<file path="config.mk">
export PLATFORM = sky130hd
export DESIGN_NAME = multicycle_controller_flat
export DESIGN_NICKNAME = d
export VERILOG_FILES = /design/src/rtl/multicycle_controller_if.sv /design/src/rtl/multicycle_controller.sv /design/src/flat_wrapper.sv
export SDC_FILE = /design/constraint.sdc
export NUM_CORES = 1
export LEC_CHECK = 0
export ABC_AREA = 0
export CAP_MARGIN = 10
export CORE_MARGIN = 1.5
export CORE_UTILIZATION = 38
export DETAILED_ROUTE_END_ITERATION = 10
export PLACE_DENSITY = 0.77
export SYNTH_ARGS = -nofsm -noshare
export SYNTH_HDL_FRONTEND = slang
export SYNTH_SLANG_ARGS = --single-unit
</file>
<file path="constraint.sdc">
create_clock -name clk -period 1.8 [get_ports clk]
set_clock_uncertainty 0.15 [all_clocks]
set_input_delay 0.36 -clock clk [delete_from_list [all_inputs] [get_ports clk]]
set_output_delay 0.36 -clock clk [all_outputs]
set_load 0.02 [all_outputs]
</file>
<file path="src/rtl/multicycle_controller_if.sv">
// Control bundle between the multicycle controller and its datapath.
//   op, funct, zero, memready : datapath -> controller (IR fields, ALU flag, memory handshake)
//   pcen ... state            : controller -> datapath (mux selects, write enables, debug state)
// The controller connects through the master modport and the datapath through the slave modport.
interface multicycle_controller_if;
  logic [5:0] op;
  logic [5:0] funct;
  logic       zero;
  logic       memready;

  logic       pcen;
  logic       iord;
  logic       irwrite;
  logic       memwrite;
  logic       memtoreg;
  logic       regdst;
  logic       regwrite;
  logic       alusrca;
  logic [1:0] alusrcb;
  logic [1:0] pcsrc;
  logic [2:0] alucontrol;
  logic       signext;
  logic       shiftl16;
  logic       illegal;
  logic [3:0] state;

  modport master (
    input  op, funct, zero, memready,
    output pcen, iord, irwrite, memwrite, memtoreg, regdst, regwrite,
           alusrca, alusrcb, pcsrc, alucontrol, signext, shiftl16, illegal, state
  );

  modport slave (
    output op, funct, zero, memready,
    input  pcen, iord, irwrite, memwrite, memtoreg, regdst, regwrite,
           alusrca, alusrcb, pcsrc, alucontrol, signext, shiftl16, illegal, state
  );
endinterface

</file>
<file path="src/rtl/multicycle_controller.sv">
// Sequencing FSM for the multicycle MIPS core. One memory port is shared between
// instruction fetch and data access; one ALU computes PC+4, the branch target and
// the execute result.
// Ports:
//   clk   : rising-edge clock
//   reset : synchronous, active-high; returns the FSM to FETCH and blocks all write enables
//   bus   : multicycle_controller_if.master (op/funct/zero/memready in, all controls out)
// Parameter ILLEGAL_HALT: 1 = unknown op/funct parks the FSM in HALT until reset,
//                         0 = unknown op/funct behaves as a NOP (DECODE -> FETCH).
module multicycle_controller #(
  parameter bit ILLEGAL_HALT = 1'b1
) (
  input  logic                    clk,
  input  logic                    reset,
  multicycle_controller_if.master bus
);

  typedef enum logic [3:0] {
    FETCH  = 4'd0,
    DECODE = 4'd1,
    MEMADR = 4'd2,
    MEMRD  = 4'd3,
    MEMWB  = 4'd4,
    MEMWR  = 4'd5,
    RTEXEC = 4'd6,
    ALUWB  = 4'd7,
    BRANCH = 4'd8,
    IEXEC  = 4'd9,
    IWB    = 4'd10,
    JUMP   = 4'd11,
    HALT   = 4'd15
  } state_t;

  localparam logic [5:0] OP_RTYPE = 6'b000000;
  localparam logic [5:0] OP_LW    = 6'b100011;
  localparam logic [5:0] OP_SW    = 6'b101011;
  localparam logic [5:0] OP_BEQ   = 6'b000100;
  localparam logic [5:0] OP_ADDI  = 6'b001000;
  localparam logic [5:0] OP_ADDIU = 6'b001001;
  localparam logic [5:0] OP_ORI   = 6'b001101;
  localparam logic [5:0] OP_LUI   = 6'b001111;
  localparam logic [5:0] OP_J     = 6'b000010;

  localparam logic [2:0] ALU_ADD = 3'b010;
  localparam logic [2:0] ALU_SUB = 3'b110;
  localparam logic [2:0] ALU_AND = 3'b000;
  localparam logic [2:0] ALU_OR  = 3'b001;
  localparam logic [2:0] ALU_SLT = 3'b111;

  localparam state_t ILLEGAL_NEXT = ILLEGAL_HALT ? HALT : FETCH;

  state_t state_q;
  state_t state_d;

  logic pcwrite;
  logic branch;
  logic irwrite_raw;
  logic memwrite_raw;
  logic regwrite_raw;

  function automatic logic funct_legal(input logic [5:0] f);
    case (f)
      6'b100000, 6'b100001, 6'b100010, 6'b100011,
      6'b100100, 6'b100101, 6'b101010: funct_legal = 1'b1;
      default:                         funct_legal = 1'b0;
    endcase
  endfunction

  function automatic logic [2:0] funct_alu(input logic [5:0] f);
    case (f)
      6'b100010, 6'b100011: funct_alu = ALU_SUB;
      6'b100100:            funct_alu = ALU_AND;
      6'b100101:            funct_alu = ALU_OR;
      6'b101010:            funct_alu = ALU_SLT;
      default:              funct_alu = ALU_ADD;
    endcase
  endfunction

  // State register
  always_ff @(posedge clk) begin
    if (reset) state_q <= FETCH;
    else       state_q <= state_d;
  end

  // Next-state logic
  always_comb begin
    state_d = FETCH;
    case (state_q)
      FETCH:  state_d = bus.memready ? DECODE : FETCH;
      DECODE: begin
        case (bus.op)
          OP_LW, OP_SW:                       state_d = MEMADR;
          OP_RTYPE:                           state_d = funct_legal(bus.funct) ? RTEXEC : ILLEGAL_NEXT;
          OP_BEQ:                             state_d = BRANCH;
          OP_ADDI, OP_ADDIU, OP_ORI, OP_LUI:  state_d = IEXEC;
          OP_J:                               state_d = JUMP;
          default:                            state_d = ILLEGAL_NEXT;
        endcase
      end
      MEMADR: state_d = (bus.op == OP_LW) ? MEMRD : MEMWR;
      MEMRD:  state_d = bus.memready ? MEMWB : MEMRD;
      MEMWB:  state_d = FETCH;
      MEMWR:  state_d = bus.memready ? FETCH : MEMWR;
      RTEXEC: state_d = ALUWB;
      ALUWB:  state_d = FETCH;
      BRANCH: state_d = FETCH;
      IEXEC:  state_d = IWB;
      IWB:    state_d = FETCH;
      JUMP:   state_d = FETCH;
      HALT:   state_d = HALT;
      default: state_d = FETCH;  // encodings 12-14 recover to FETCH
    endcase
  end

  // Output decode
  always_comb begin
    pcwrite        = 1'b0;
    branch         = 1'b0;
    irwrite_raw    = 1'b0;
    memwrite_raw   = 1'b0;
    regwrite_raw   = 1'b0;
    bus.iord       = 1'b0;
    bus.memtoreg   = 1'b0;
    bus.regdst     = 1'b0;
    bus.alusrca    = 1'b0;
    bus.alusrcb    = 2'b00;
    bus.pcsrc      = 2'b00;
    bus.alucontrol = 3'b000;
    bus.signext    = 1'b0;
    bus.shiftl16   = 1'b0;
    bus.illegal    = 1'b0;
    case (state_q)
      FETCH: begin
        bus.alusrcb    = 2'b01;
        bus.alucontrol = ALU_ADD;
        irwrite_raw    = bus.memready;
        pcwrite        = bus.memready;
      end
      DECODE: begin
        // Branch target is computed speculatively and parked in ALUOut.
        bus.alusrcb    = 2'b11;
        bus.alucontrol = ALU_ADD;
        bus.signext    = 1'b1;
      end
      MEMADR: begin
        bus.alusrca    = 1'b1;
        bus.alusrcb    = 2'b10;
        bus.alucontrol = ALU_ADD;
        bus.signext    = 1'b1;
      end
      MEMRD: bus.iord = 1'b1;
      MEMWB: begin
        bus.memtoreg = 1'b1;
        regwrite_raw = 1'b1;
      end
      MEMWR: begin
        // Strobe stays up for the whole handshake, not just the completing cycle.
        bus.iord     = 1'b1;
        memwrite_raw = 1'b1;
      end
      RTEXEC: begin
        bus.alusrca    = 1'b1;
        bus.alucontrol = funct_alu(bus.funct);
      end
      ALUWB: begin
        bus.regdst   = 1'b1;
        regwrite_raw = 1'b1;
      end
      BRANCH: begin
        bus.alusrca    = 1'b1;
        bus.alucontrol = ALU_SUB;
        bus.pcsrc      = 2'b01;
        branch         = 1'b1;
      end
      IEXEC: begin
        bus.alusrca    = 1'b1;
        bus.alusrcb    = 2'b10;
        bus.alucontrol = (bus.op == OP_ORI) ? ALU_OR : ALU_ADD;
        bus.signext    = (bus.op == OP_ADDI) || (bus.op == OP_ADDIU);
        bus.shiftl16   = (bus.op == OP_LUI);
      end
      IWB: regwrite_raw = 1'b1;
      JUMP: begin
        bus.pcsrc = 2'b10;
        pcwrite   = 1'b1;
      end
      HALT: bus.illegal = 1'b1;
      default: ;
    endcase
  end

  // Write enables are suppressed during reset so an interrupted instruction has no side effect.
  assign bus.pcen     = !reset && (pcwrite || (branch && bus.zero));
  assign bus.irwrite  = !reset && irwrite_raw;
  assign bus.memwrite = !reset && memwrite_raw;
  assign bus.regwrite = !reset && regwrite_raw;
  assign bus.state    = state_q;

endmodule

</file>
<file path="src/flat_wrapper.sv">
// flat-port wrapper written by rule: the top's interface ports become plain ports
module multicycle_controller_flat 
#(
  parameter bit ILLEGAL_HALT = 1'b1
)
  (clk, reset, bus_op, bus_funct, bus_zero, bus_memready, bus_pcen, bus_iord, bus_irwrite, bus_memwrite, bus_memtoreg, bus_regdst, bus_regwrite, bus_alusrca, bus_alusrcb, bus_pcsrc, bus_alucontrol, bus_signext, bus_shiftl16, bus_illegal, bus_state);
  multicycle_controller_if bus_i ();
  input  logic clk;
  input  logic reset;
  input wire logic [$bits(bus_i.op)-1:0] bus_op;
  input wire logic [$bits(bus_i.funct)-1:0] bus_funct;
  input wire logic [$bits(bus_i.zero)-1:0] bus_zero;
  input wire logic [$bits(bus_i.memready)-1:0] bus_memready;
  output wire logic [$bits(bus_i.pcen)-1:0] bus_pcen;
  output wire logic [$bits(bus_i.iord)-1:0] bus_iord;
  output wire logic [$bits(bus_i.irwrite)-1:0] bus_irwrite;
  output wire logic [$bits(bus_i.memwrite)-1:0] bus_memwrite;
  output wire logic [$bits(bus_i.memtoreg)-1:0] bus_memtoreg;
  output wire logic [$bits(bus_i.regdst)-1:0] bus_regdst;
  output wire logic [$bits(bus_i.regwrite)-1:0] bus_regwrite;
  output wire logic [$bits(bus_i.alusrca)-1:0] bus_alusrca;
  output wire logic [$bits(bus_i.alusrcb)-1:0] bus_alusrcb;
  output wire logic [$bits(bus_i.pcsrc)-1:0] bus_pcsrc;
  output wire logic [$bits(bus_i.alucontrol)-1:0] bus_alucontrol;
  output wire logic [$bits(bus_i.signext)-1:0] bus_signext;
  output wire logic [$bits(bus_i.shiftl16)-1:0] bus_shiftl16;
  output wire logic [$bits(bus_i.illegal)-1:0] bus_illegal;
  output wire logic [$bits(bus_i.state)-1:0] bus_state;
  assign bus_i.op = bus_op;
  assign bus_i.funct = bus_funct;
  assign bus_i.zero = bus_zero;
  assign bus_i.memready = bus_memready;
  assign bus_pcen = bus_i.pcen;
  assign bus_iord = bus_i.iord;
  assign bus_irwrite = bus_i.irwrite;
  assign bus_memwrite = bus_i.memwrite;
  assign bus_memtoreg = bus_i.memtoreg;
  assign bus_regdst = bus_i.regdst;
  assign bus_regwrite = bus_i.regwrite;
  assign bus_alusrca = bus_i.alusrca;
  assign bus_alusrcb = bus_i.alusrcb;
  assign bus_pcsrc = bus_i.pcsrc;
  assign bus_alucontrol = bus_i.alucontrol;
  assign bus_signext = bus_i.signext;
  assign bus_shiftl16 = bus_i.shiftl16;
  assign bus_illegal = bus_i.illegal;
  assign bus_state = bus_i.state;
  multicycle_controller #(.ILLEGAL_HALT(ILLEGAL_HALT)) u_core (.clk(clk), .reset(reset), .bus(bus_i));
endmodule
</file>
==> flow_metrics.tcl, run 1 <==
set metrics [dict create \
    stop_stage "global routing" \
    synthFlopType "dfxtp_1" \
    start_util_pct 40.2 \
    worstEndpointType "primary output" \
    error "[ERROR DPL-0038] Utilization greater than 100%, impossible to legalize" \
    cts_buffers 3 \
    avgSynthCellArea_um2 6.26 \
    ys_warn_count 0 \
    grt_repair_worst_endpoint "bus_alucontrol[1]" \
    ys_types 41 \
    syn-instance-count 111 \
    yosysSeqAreaShare_pct 11.5 \
    cts-htree-levels 1 \
    postCtsHoldBufs 0 \
    async_flop_share_pct 0 \
    synth-edff-count 0 \
    grt_max_degree 19 \
    die-width_um 45.8 \
    die_h_um 45.8 \
    cts_buffer_depth 2 \
    status "aborted with a tool error" \
    fp-row-count 15 \
    ys_seq_elements 4 \
    cts.sinks 4 \
    syn_area_um2 694 \
    design.portCount 38 \
    portBuffers 37 \
    dp_hpwl_um 2330 \
    ctsRootBufferMaster "clkbuf_4" \
    placed_cell_area_um2 1440 \
    synth_nets 127 \
    place.gp.congestion 0.946 \
]
[cells by family after synthesis]
logic type	synth area share, %
compound gates	37.7
flops	11.5
mux	1.44
xor+xnor	1.26
buf+inv	5.76
simple gates	42.3
[cells in the mapped netlist (2+ instances only)]
library cell   n  area share (%)
o211ai_1       3             3.2
nor3b_1        2             2.2
nand2b_1       2             1.8
a31o_2         2             2.5
nand3_1        3             2.2
inv_1          2             1.1
dfxtp_1        4              12
nand2_1       14             7.6
nor2b_1        3             2.7
a21oi_1       10             7.2
o31a_1         2             2.5
nor3_1        11             7.9
o21ai_0        6             4.3
nor2_1        11             5.9
or2_1          2             1.8
a31oi_1        4             3.6
buf_2          5             3.6
o22ai_1        2             1.8
[per-stage QoR]
step           setup slack, ps  cells  TNS, ps
2_1_floorplan             -158    111     -314
3_3_place_gp             -1020    207    -9830
4_1_cts                   -298    221    -1610
3_5_place_dp             -1160    207   -10800
[repair_timing]
action                                  in CTS
setup buffers                               11
endpoints found under the setup margin      26
gates resized for setup                    148
pin swaps                                   15
==> run 2, diff against run 1 <==
- CORE_AREA: default -> 2 2 63 65
- CORE_MARGIN: 1.5 -> default
- CORE_UTILIZATION: 38 -> default
- DIE_AREA: default -> 0 0 65 67
- PLACE_DENSITY: 0.77 -> default
- PLACE_DENSITY_LB_ADDON: default -> 0.15
==> run 2 against run 1 <==
  * The flow now finishes, with violations (negative setup slack)
  * Synthesized cell count did not move
  * Synthesized area stayed put
==> flow_metrics.tcl, run 2 <==
set metrics [dict create \
    status "finished with violations" \
    failed_checks "negative setup slack" \
    syn_area_um2 694 \
    hold_class "flop to flop" \
    drtIter0Drc 49 \
    synthFlopType "dfxtp_1" \
    holdPathStages 3 \
    fillerInstances 340 \
    routed_via_density 4.81 \
    r2r-end "u_core.bus.state[1]" \
    synth.top_cells.by_area "dfxtp_1, nor3_1, nand2_1" \
    worst_pin_slew_ps 390 \
    postCtsHoldBufs 0 \
    dp_hpwl_um 2360 \
    die_area_um2 4360 \
    period_share_pct 115 \
    worstPathRequired_ps 1290 \
    leakage_nw 0.839 \
    fp-row-count 22 \
    rsz0062_at_grt "yes" \
    synth-edff-count 0 \
    final_antenna_net_count 0 \
    clk_latency_ps 220 \
    cts-htree-levels 1 \
    synth_top_area_share_pct 11.5 \
    via_count 1251 \
    syn2layout_area_growth_pct 184 \
    cts_buffers 3 \
    antenna_found_initial 0 \
    vdd.ir_drop.worst_uv 490 \
    drive_above_1_share_pct 68.4 \
    grtUsageTotal_pct 15.7 \
    criticalPathCategory "flop to output port" \
    mostFrequentLayoutCells "buf_4, buf_6, dlygate4sd2_1" \
    max_freq_ghz 0.484 \
    yosysSeqAreaShare_pct 11.5 \
    crit_top_cell "buf_6" \
    grt_pass1_wl_um 5440 \
    wl_um 3520 \
    drc 0 \
    crit_fanout 5 \
    ys_warn_count 0 \
    n_antenna_cell 0 \
    syn-instance-count 111 \
    die_h_um 67 \
    synth_nets 127 \
    cp_cell_sequence "nand2b_4, buf_6, nor3_4, or2_1, or3_4, buf_6" \
    endpoint_kind "output port" \
    critPathMaxStageDelay_ps 360 \
    final_core_util_pct 54.8 \
    min_from "u_core.bus.state[1]" \
    core_um2 3610 \
    final_nets 229 \
    cap_violations 0 \
    clk_pin_slew_ps 30 \
    setup_violations 13 \
    setup_slack_ps -268 \
    yosysMostFrequentCell "nand2_1" \
    first_pass_iters 4 \
    rr_worst_depth 8 \
    yosys.area.top_type "dfxtp_1" \
    die-width_um 65 \
    wire_per_inst_um 13.5 \
    grt_overflow 0 \
    layout_min_cycle_time_ps 2070 \
    place.gp.congestion 0.902 \
    critPathBufInv 2 \
    drv_slew 0 \
    largest_register_ffs 4 \
    cts.sinks 4 \
    cts_buffer_depth 2 \
    final_common_cell "buf_4" \
    reg2reg_from "u_core.bus.state[3]" \
    avgSynthCellArea_um2 6.26 \
    hold_end "u_core.bus.state[2]" \
    p_per_area_nw_per_um2 1230 \
    r2r_slack_ps -20 \
    cts_tree "done" \
    start_util_pct 19.3 \
    grt_pass1_vias 1255 \
    ys_seq_elements 4 \
    async_flop_share_pct 0 \
    hold_slack_ps 614 \
    ctsRootBufferMaster "clkbuf_8" \
    yosys-top-cells-count "nand2_1, nor2_1, nor3_1" \
    hold_violations 0 \
    crit_family "simple AND/OR/NAND/NOR gates" \
    portBuffers 37 \
    cp-start-kind "flop" \
    slowest_stage "dfxtp_4" \
    grt_max_degree 20 \
    ys_types 41 \
    slew_headroom_pct 73.7 \
    cp.arrival_ps 1560 \
    design.portCount 38 \
]
run 2: cell counts after synthesis:
Identical to the previous run, type by type.
run 2: power by group:
part | switching (mW) | internal (mW) | total [mW]
Sequential | 0.0597 | 0.140 | 0.199
Combinational | 0.966 | 1.07 | 2.03
Clock | 0.0510 | 0.152 | 0.203
Total | 1.08 | 1.36 | 2.44
run 2: what timing repair did:
item                       4_1_cts  5_1_grt
setup buffers                   14       10
setup endpoints to repair       25       20
gates cloned                     0        1
pin swaps                       15       21
gates resized for setup        147       53
run 2: area by class of cell:
type | instances | area (um2) | area share [%]
clock buffer | 4 | 45.0 | 2.28
inverter | 2 | 7.51 | 0.380
multi-input combinational | 98 | 855 | 43.3
sequential | 4 | 95.1 | 4.82
tap | 48 | 60.1 | 3.04
timing repair buffer | 104 | 912 | 46.2
run 2: how the worst max path moves through the flow:
| stage | cells after the start | endpoint | start | slack [ps] |
|---|---|---|---|---|
| floorplan | 5 | bus_alucontrol[1] | u_core.bus.state[2] | -160 |
| detailed placement | 7 | bus_alucontrol[1] | bus_funct[5] | -1100 |
| finish | 6 | bus_alucontrol[1] | u_core.bus.state[2] | -270 |
| CTS | 6 | bus_alucontrol[1] | u_core.bus.state[2] | -280 |
| global route | 6 | bus_alucontrol[1] | u_core.bus.state[2] | -320 |
| global placement | 7 | bus_alucontrol[1] | bus_funct[5] | -1040 |
run 2: layer usage:
layer / wire length [um] / vias up / GRT usage [%] / share of wire [%]
li1: - / 626 / - / -
met1: 1480 / 590 / 19.4 / 42
met2: 1880 / 33 / 28.4 / 53
met3: 133 / 2 / 3.21 / 3.8
met4: 22 / 0 / 2.13 / 0.63
met5: 0 / - / 0 / 0
run 2: kinds of logic (layout without fill, tap and decap cells):
family	Yosys count	in the layout	share of synthesized area, %
AO/OA/AOI/OAI	39	39	37.7
multiplexers	1	1	1.44
XOR/XNOR	1	1	1.26
flip-flops	4	4	11.5
AND/OR/NAND/NOR	57	57	42.3
buffers and inverters	9	110	5.76
run 2: per-stage QoR:
step	setup slack (ps)	setup TNS (ps)	power (mW)	instance area, um2	std cells
after global placement	-1040	-10130	1.70	1490	233
after global routing	-319	-2740	2.60	1970	260
final	-268	-1520	2.44	1970	260
after detailed placement	-1100	-10310	1.68	1490	233
after CTS	-278	-1420	2.05	1680	251
after floorplan	-158	-314	0.959	767	111
run 2: worst reg2reg max path, cell delays in order, from the launching register on:
cell      delay (ps)
dfxtp_4          360
buf_8            150
buf_6            120
buf_6            100
or2_4            230
buf_6            130
o211ai_1         160
o211ai_1         130
a41oi_1          210
Note: power is estimated with default switching activity, not from simulation.
